==> src/rtl/ntp_isa_pkg.sv <==
// ntp_isa_pkg: shared ISA constants for the 24-bit NTP pipeline.
//   OPC_MSB/OPC_LSB : opcode field position within a 24-bit instruction
//   OPC_W           : opcode field width
//   OPC_HLT/LD/JMP  : opcodes decoded by the stall logic
package ntp_isa_pkg;

    localparam int OPC_MSB = 23;
    localparam int OPC_LSB = 19;
    localparam int OPC_W   = OPC_MSB - OPC_LSB + 1;

    localparam logic [OPC_W-1:0] OPC_HLT = 5'b10001;
    localparam logic [OPC_W-1:0] OPC_LD  = 5'b10100;
    localparam logic [OPC_W-1:0] OPC_JMP = 5'b11110;

endpackage

==> src/rtl/stall_control_block_if.sv <==
// stall_control_block_if: instruction in, stall requests out.
//   ins         : current instruction word (driven by master)
//   Stall       : combinational stall request (driven by slave)
//   Stall_pm    : Stall delayed one clk (driven by slave)
//   stall_count : stalled-cycle counter, only when STALL_STATS_EN is defined
// Modports: master = fetch/decode side, slave = stall_control_block.
interface stall_control_block_if #(
    parameter int INS_W = 24
);
    logic [INS_W-1:0] ins;
    logic             Stall;
    logic             Stall_pm;
`ifdef STALL_STATS_EN
    logic [15:0]      stall_count;

    modport master (output ins, input Stall, input Stall_pm, input stall_count);
    modport slave  (input ins, output Stall, output Stall_pm, output stall_count);
`else
    modport master (output ins, input Stall, input Stall_pm);
    modport slave  (input ins, output Stall, output Stall_pm);
`endif
endinterface

==> src/rtl/stall_oneshot_counter.sv <==
// stall_oneshot_counter: inserts N stall cycles per occurrence of an opcode.
//   clk   : rising-edge clock
//   reset : synchronous, active-high; clears the count
//   hit   : the target opcode is present this cycle
//   stall : combinational stall request (not gated by reset here)
// While hit is held, the pattern is N stall cycles then one release cycle,
// repeating. Any cycle without hit restarts the count.
module stall_oneshot_counter #(
    parameter int N = 1
) (
    input  logic clk,
    input  logic reset,
    input  logic hit,
    output logic stall
);
    localparam logic [1:0] LIMIT = 2'(N);

    logic [1:0] cnt;

    assign stall = hit && (cnt < LIMIT);

    // Count up through the stall cycles; the release cycle and any
    // non-matching cycle return to zero.
    always_ff @(posedge clk) begin
        if (reset) begin
            cnt <= '0;
        end else if (stall) begin
            cnt <= cnt + 2'd1;
        end else begin
            cnt <= '0;
        end
    end
endmodule

==> src/rtl/stall_control_block.sv <==
// stall_control_block: hazard stall generator for the NTP pipeline.
//   clk   : rising-edge clock
//   reset : synchronous, active-high
//   bus   : stall_control_block_if.slave
//           ins in; Stall (combinational), Stall_pm (Stall delayed one clk) out;
//           stall_count out when STALL_STATS_EN is defined (saturating
//           count of Stall cycles, cleared by reset).
// HLT stalls every cycle it is present; LD and JMP stall for a fixed
// number of cycles per occurrence. Operand bits are ignored.
module stall_control_block
    import ntp_isa_pkg::*;
#(
    parameter int INS_W            = 24,
    parameter int LD_STALL_CYCLES  = 1,
    parameter int JMP_STALL_CYCLES = 2
) (
    input logic                 clk,
    input logic                 reset,
    stall_control_block_if.slave bus
);
    logic [OPC_W-1:0] op;
    logic             hlt;
    logic             ld_stall;
    logic             jmp_stall;
    logic             unused_operand;

    assign op             = bus.ins[INS_W-1 -: OPC_W];
    assign unused_operand = ^bus.ins[INS_W-OPC_W-1:0];
    assign hlt            = (op == OPC_HLT);

    stall_oneshot_counter #(.N(LD_STALL_CYCLES)) u_ld_cnt (
        .clk   (clk),
        .reset (reset),
        .hit   (op == OPC_LD),
        .stall (ld_stall)
    );

    stall_oneshot_counter #(.N(JMP_STALL_CYCLES)) u_jmp_cnt (
        .clk   (clk),
        .reset (reset),
        .hit   (op == OPC_JMP),
        .stall (jmp_stall)
    );

    assign bus.Stall = ~reset & (hlt | ld_stall | jmp_stall);

    always_ff @(posedge clk) begin
        if (reset) begin
            bus.Stall_pm <= 1'b0;
        end else begin
            bus.Stall_pm <= bus.Stall;
        end
    end

`ifdef STALL_STATS_EN
    always_ff @(posedge clk) begin
        if (reset) begin
            bus.stall_count <= '0;
        end else if (bus.Stall && (bus.stall_count != '1)) begin
            bus.stall_count <= bus.stall_count + 16'd1;
        end
    end
`endif
endmodule

==> src/flat_wrapper.sv <==
// flat-port wrapper written by rule: the top's interface ports become plain ports
module stall_control_block_flat import ntp_isa_pkg::*;
#(
    parameter int INS_W            = 24,
    parameter int LD_STALL_CYCLES  = 1,
    parameter int JMP_STALL_CYCLES = 2
)
  (clk, reset, bus_ins, bus_Stall, bus_Stall_pm);
  stall_control_block_if #(.INS_W(INS_W)) bus_i ();
  input logic clk;
  input logic reset;
  input wire logic [$bits(bus_i.ins)-1:0] bus_ins;
  output wire logic [$bits(bus_i.Stall)-1:0] bus_Stall;
  output wire logic [$bits(bus_i.Stall_pm)-1:0] bus_Stall_pm;
  assign bus_i.ins = bus_ins;
  assign bus_Stall = bus_i.Stall;
  assign bus_Stall_pm = bus_i.Stall_pm;
  stall_control_block #(.INS_W(INS_W), .LD_STALL_CYCLES(LD_STALL_CYCLES), .JMP_STALL_CYCLES(JMP_STALL_CYCLES)) u_core (.clk(clk), .reset(reset), .bus(bus_i));
endmodule
==> config.mk <==
export PLATFORM = sky130hd
export DESIGN_NAME = stall_control_block_flat
export DESIGN_NICKNAME = d
export VERILOG_FILES = /design/src/rtl/ntp_isa_pkg.sv /design/src/rtl/stall_control_block_if.sv /design/src/rtl/stall_oneshot_counter.sv /design/src/rtl/stall_control_block.sv /design/src/flat_wrapper.sv
export SDC_FILE = /design/constraint.sdc
export NUM_CORES = 1
export LEC_CHECK = 0
export ABC_AREA = 1
export ABC_CLOCK_PERIOD_IN_PS = 1600
export CORE_AREA = 2 2 39 41
export DETAILED_ROUTE_END_ITERATION = 10
export DIE_AREA = 0 0 41 43
export SYNTH_ARGS = -nofsm -noshare
export SYNTH_HDL_FRONTEND = slang
export SYNTH_SLANG_ARGS = --single-unit
==> constraint.sdc <==
create_clock -name clk -period 1.6 [get_ports clk]
set_clock_uncertainty 0.05 [all_clocks]
set_input_delay 0.32 -clock clk [delete_from_list [all_inputs] [get_ports clk]]
set_output_delay 0.32 -clock clk [all_outputs]
set_load 0.01 [all_outputs]
# Yosys cells after proc, flatten, opt, wreduce, memory -nomap -nowiden
# Index checks and enable logic that the tools add are counted.
# op_classes
n_addsub	2
magnitude_cmp	2
n_eq_ne	3
n_bitwise	6
n_reduce_logical	4
# op_table
cell	count
$eq A5 B5 Y1 const B	3
$add A2 B1 Y2 const B	2
$reduce_or A2 Y1	2
$not A1 Y1	3
$logic_and A1 B1 Y1	2
$lt A2 B1 Y1 const B	1
$lt A2 B2 Y1 const B	1
$or A1 B1 Y1	2
$and A1 B1 Y1	1
# word_totals
ff_bits	5
inputBits	26
output_inout_bits	2
word_cells	20

# Logic depth before layout (Yosys ltp)
# Gate-level depths: netlist of the first run.
# depth
depth_word	5
depth_mapped	6
ltp_nobuf	6

# By module
# Synthesis of the first run repeated with hierarchy kept, for this count alone.
# unflattened
cells_unflattened	34
hier_area_um2	235.2
# modules_own_cells
mod	instances	cells_per_inst	area_per_inst_um2	seq_area_each_um2
stall_oneshot_counter (u_core.u_ld_cnt)	1	12	87.6	40.0
stall_oneshot_counter (u_core.u_jmp_cnt)	1	10	76.3	40.0
stall_control_block	1	12	71.3	20.0

# Worst setup path before layout of the first run
# Ideal clock, no wire load.
# synth_timing
path_kind	register to output
from	register u_core.u_ld_cnt.cnt[0]
to	output port bus_Stall
t_arrival_ps	805
required_time_ps	1230
path_slack_ps	425
path_stages_with_launch	7
n_path_buf	0
cell_sequence	dfxtp_1 inv_1 ha_1 nand2_1 nor2_2 nand2_2 nand3_1
# synth_via
elab_chain_cells	5
# synth_lines
item	line_no	rtl
start: declaration	stall_oneshot_counter.sv:18	logic [1:0] cnt;
start signal: assignment	stall_oneshot_counter.sv:28	cnt <= cnt + 2'd1;
$lt A2 B1 Y1	stall_oneshot_counter.sv:20	assign stall = hit && (cnt < LIMIT);
$logic_and A1 B1 Y1	stall_oneshot_counter.sv:20	
$or A1 B1 Y1 (2 in series)	stall_control_block.sv:45	assign bus.Stall = ~reset & (hlt | ld_stall | jmp_stall);
$and A1 B1 Y1	stall_control_block.sv:45	
end: declaration	flat_wrapper.sv:13	output wire logic [$bits(bus_i.Stall)-1:0] bus_Stall;
# No other way between the ends.

# Worst setup path in the final report of the first run
# Ends and elaborated chain as after synthesis.

==> impl_metrics.yaml, run 1 <==
outcome:
  outcome: "complete, no violations"
synth:
  netlist_top_cells_count: "9 x inv_1, 7 x nor2_1, 5 x dfxtp_1"
  synth_top_cell_area_share: 0.402
  post_synth_adder_cell_area: 0.0503
  synth-async-reset-ratio: 0
  synth-warning-count: 0
  avgSynthCellArea_um2: 6.92
  synth_instances: 36
  synth_flop_cell: "dfxtp_1"
  mux_share_of_post_synthesis_cell_area: 0
  synth_simple_gate_area_frac: 0.397
  synth_fp_nets: 63
  post_synthesis_share_of_cell_area_spent_on_xor_and_xnor_gates: 0
  yosys.cell_types.count: 10
  most_numerous_cell_in_the_yosys_netlist: "inv_1"
  post-synth-top-area-cell: "dfxtp_1"
  post_synth_instance_area_um2: 249
  synth_compound_area_frac: 0
  synth_top_cells_by_area: "dfxtp_1 40%, inv_1 14%, nor2_1 11%"
  synth.yosys.seq_area_share: 0.402
  ys_ff_latch: 5
  synth_top_family_by_area: "simple AND/OR/NAND/NOR gates"
  synth_edf_count: 0
detailed_routing:
  wire_per_inst_um: 6.47
  vias_per_cell: 3.57
  drc: 0
  drt-pass1-iter-count: 2
  drt_first_iter_violations: 3
  finalWirelength_um: 466
  ant_nets: 0
  routed-via-count: 257
clock_network:
  cts_htree_levels: 1
  cts.root.buffer_cell: "clkbuf_4"
  cts_made_buffers: 3
  clockBufferDepth: 2
  clkLatencyLatePin_ns: 0.23
  post_cts_hold_buffers: 0
  tritoncts: "built"
  cts.sinks: 5
  clk_transition_reported_paths_ns: 0.05
final_layout:
  area_delta_synth_final_pct: 71.4
  layout.filler_cells: 154
  ant_diodes: 0
  drive_above_1_share: 0.411
  nets: 84
sta:
  slew_viols_final: 0
  setup_viol: 0
  setup_repair_after_global_routing_missed_its_margin: "false"
  holdWs_ns: 0.355
  final.period_utilization: 0.937
  slew-limit-headroom: 0.924
  final_period_minus_worst_setup_slack_ns: 1.50
  worst-slew-pin-transition_ns: 0.113
  timing.final.hold_violations: 0
  fmax_mhz: 667
power:
  power.leakage_nw: 0.213
  power_mw: 0.306
  p_per_area_mw_per_mm2: 716
  worst_ir_drop_vdd_mv: 0.331
die:
  ioPinCount: 28
  floorplan.initialDensity: 0.180
  die_h_um: 43
  dieArea_mm2: 0.00176
  rows: 14
  die_w_um: 41
  core_area_mm2: 0.00138
place:
  gp_congestion: 0.619
  dp_hpwl_um: 351
  port_buffers: 8
worst_setup_path:
  setup.worst_path.end_class: "output port"
  setup.worst_path.start_class: "flip-flop"
  cp_data_required_time_ns: 1.23
  worst_ep_arrival_time_ns: 1.13
  crit_type: "flip-flop to output port"
  worstPathMaxFanout: 2
global_routing:
  grt_first_pass_wirelength_um: 903
  grt_max_degree: 4
  gr-total-overflow: 0
  groute.usage.overall: 0.0784
  grt_pass1_vias: 264
  antenna_found_initial: 0
worst_hold_path:
  timing.hold.worst.class: "flip-flop to flip-flop"
run:
  cap_viol_max_count: 0
-- worst max-delay path, stage by stage, from the launching register on --
cell,delay (ns)
dfxtp_2,0.32
inv_2,0.04
ha_2,0.15
nand2_1,0.06
nor2_2,0.09
nand2_2,0.06
nand3_1,0.06
buf_2,0.13
-- cell families (layout without fill, tap and decap cells) --
kind of cell  count (synthesis)  count (layout)
flops                         5               5
buf+inv                      10              30
simple gates                 20              20
fa+ha+maj                     1               1
-- power by group --
group	leakage, nW	internal (mW)	switching, mW	total (mW)
logic	0.157	0.0176	0.0162	0.0338
registers	0.0409	0.126	0.000456	0.127
clock network	0.0150	0.0943	0.0508	0.145
total	0.213	0.238	0.0675	0.306
-- stage by stage --
step / utilization / setup WS (ns) / area (um2) / cells / setup TNS [ns]
2_1_floorplan: - / 0.425 / 249 / 36 / 0
3_3_place_gp: 0.269 / -0.442 / 372 / 63 / -0.442
3_5_place_dp: 0.269 / -0.443 / 372 / 63 / -0.443
4_1_cts: 0.306 / 0.0463 / 423 / 72 / 0
5_1_grt: 0.308 / 0.0117 / 427 / 72 / 0
6_report: 0.308 / 0.101 / 427 / 72 / 0
-- metal layers --
layer  wire (um)  track usage  up-vias
met5           0            0        -
met4           0       0.0200        0
met3          43       0.0628        0
met2         225        0.119        6
met1         198       0.0806      108
li1            -            -      143
-- path summary, 6_finish.rpt --
| kind | from | end | slack, ns | cells after the start |
|---|---|---|---|---|
| max | u_core.u_ld_cnt.cnt[0] | bus_Stall | 0.10 | 7 |
| min | u_core.u_ld_cnt.cnt[0] | u_core.u_ld_cnt.cnt[0] | 0.36 | 1 |
| max reg2reg | u_core.u_ld_cnt.cnt[0] | u_core.u_ld_cnt.cnt[0] | 0.57 | 7 |
| min reg2reg | u_core.u_ld_cnt.cnt[0] | u_core.u_ld_cnt.cnt[0] | 0.36 | 1 |
-- layout make-up --
cell class	instances	area (um2)	share of cell area
Sequential cell	5	101	0.238
Inverter	10	37.5	0.0880
Clock buffer	4	26.3	0.0616
Tap cell	16	20.0	0.0469
Multi-Input combinational cell	21	114	0.267
Timing Repair Buffer	16	128	0.299
-- layout by cell type (no fill, tap or decap), drive strengths merged --
cell type and count:
nand3 3, clkdlybuf4s50 1, nor2 10, ha 1
nand2 7, dlygate4sd2 6, clkbuf 4, dfxtp 5
inv 10, buf 9
-- flip-flops by register name, summed over array words and instances, names as in the netlist --
| register | flops |
|---|---|
| u_core.bus.Stall_pm | 1 |
| u_core.u_jmp_cnt.cnt | 2 |
| u_core.u_ld_cnt.cnt | 2 |
-- repair_timing --
action / in CTS / in global routing
pin swaps: 3 / 2
resized for setup: 11 / 3
setup endpoints to repair: 1 / 1
buffers inserted: 5 / 0
Power figures use the tool's default switching activity.
==> inputs of run 2 (changes only) <==
- GPL_TIMING_DRIVEN: default -> 1
==> results of run 2 <==
Final layout, timing and power as in run 1 (identical DEF).
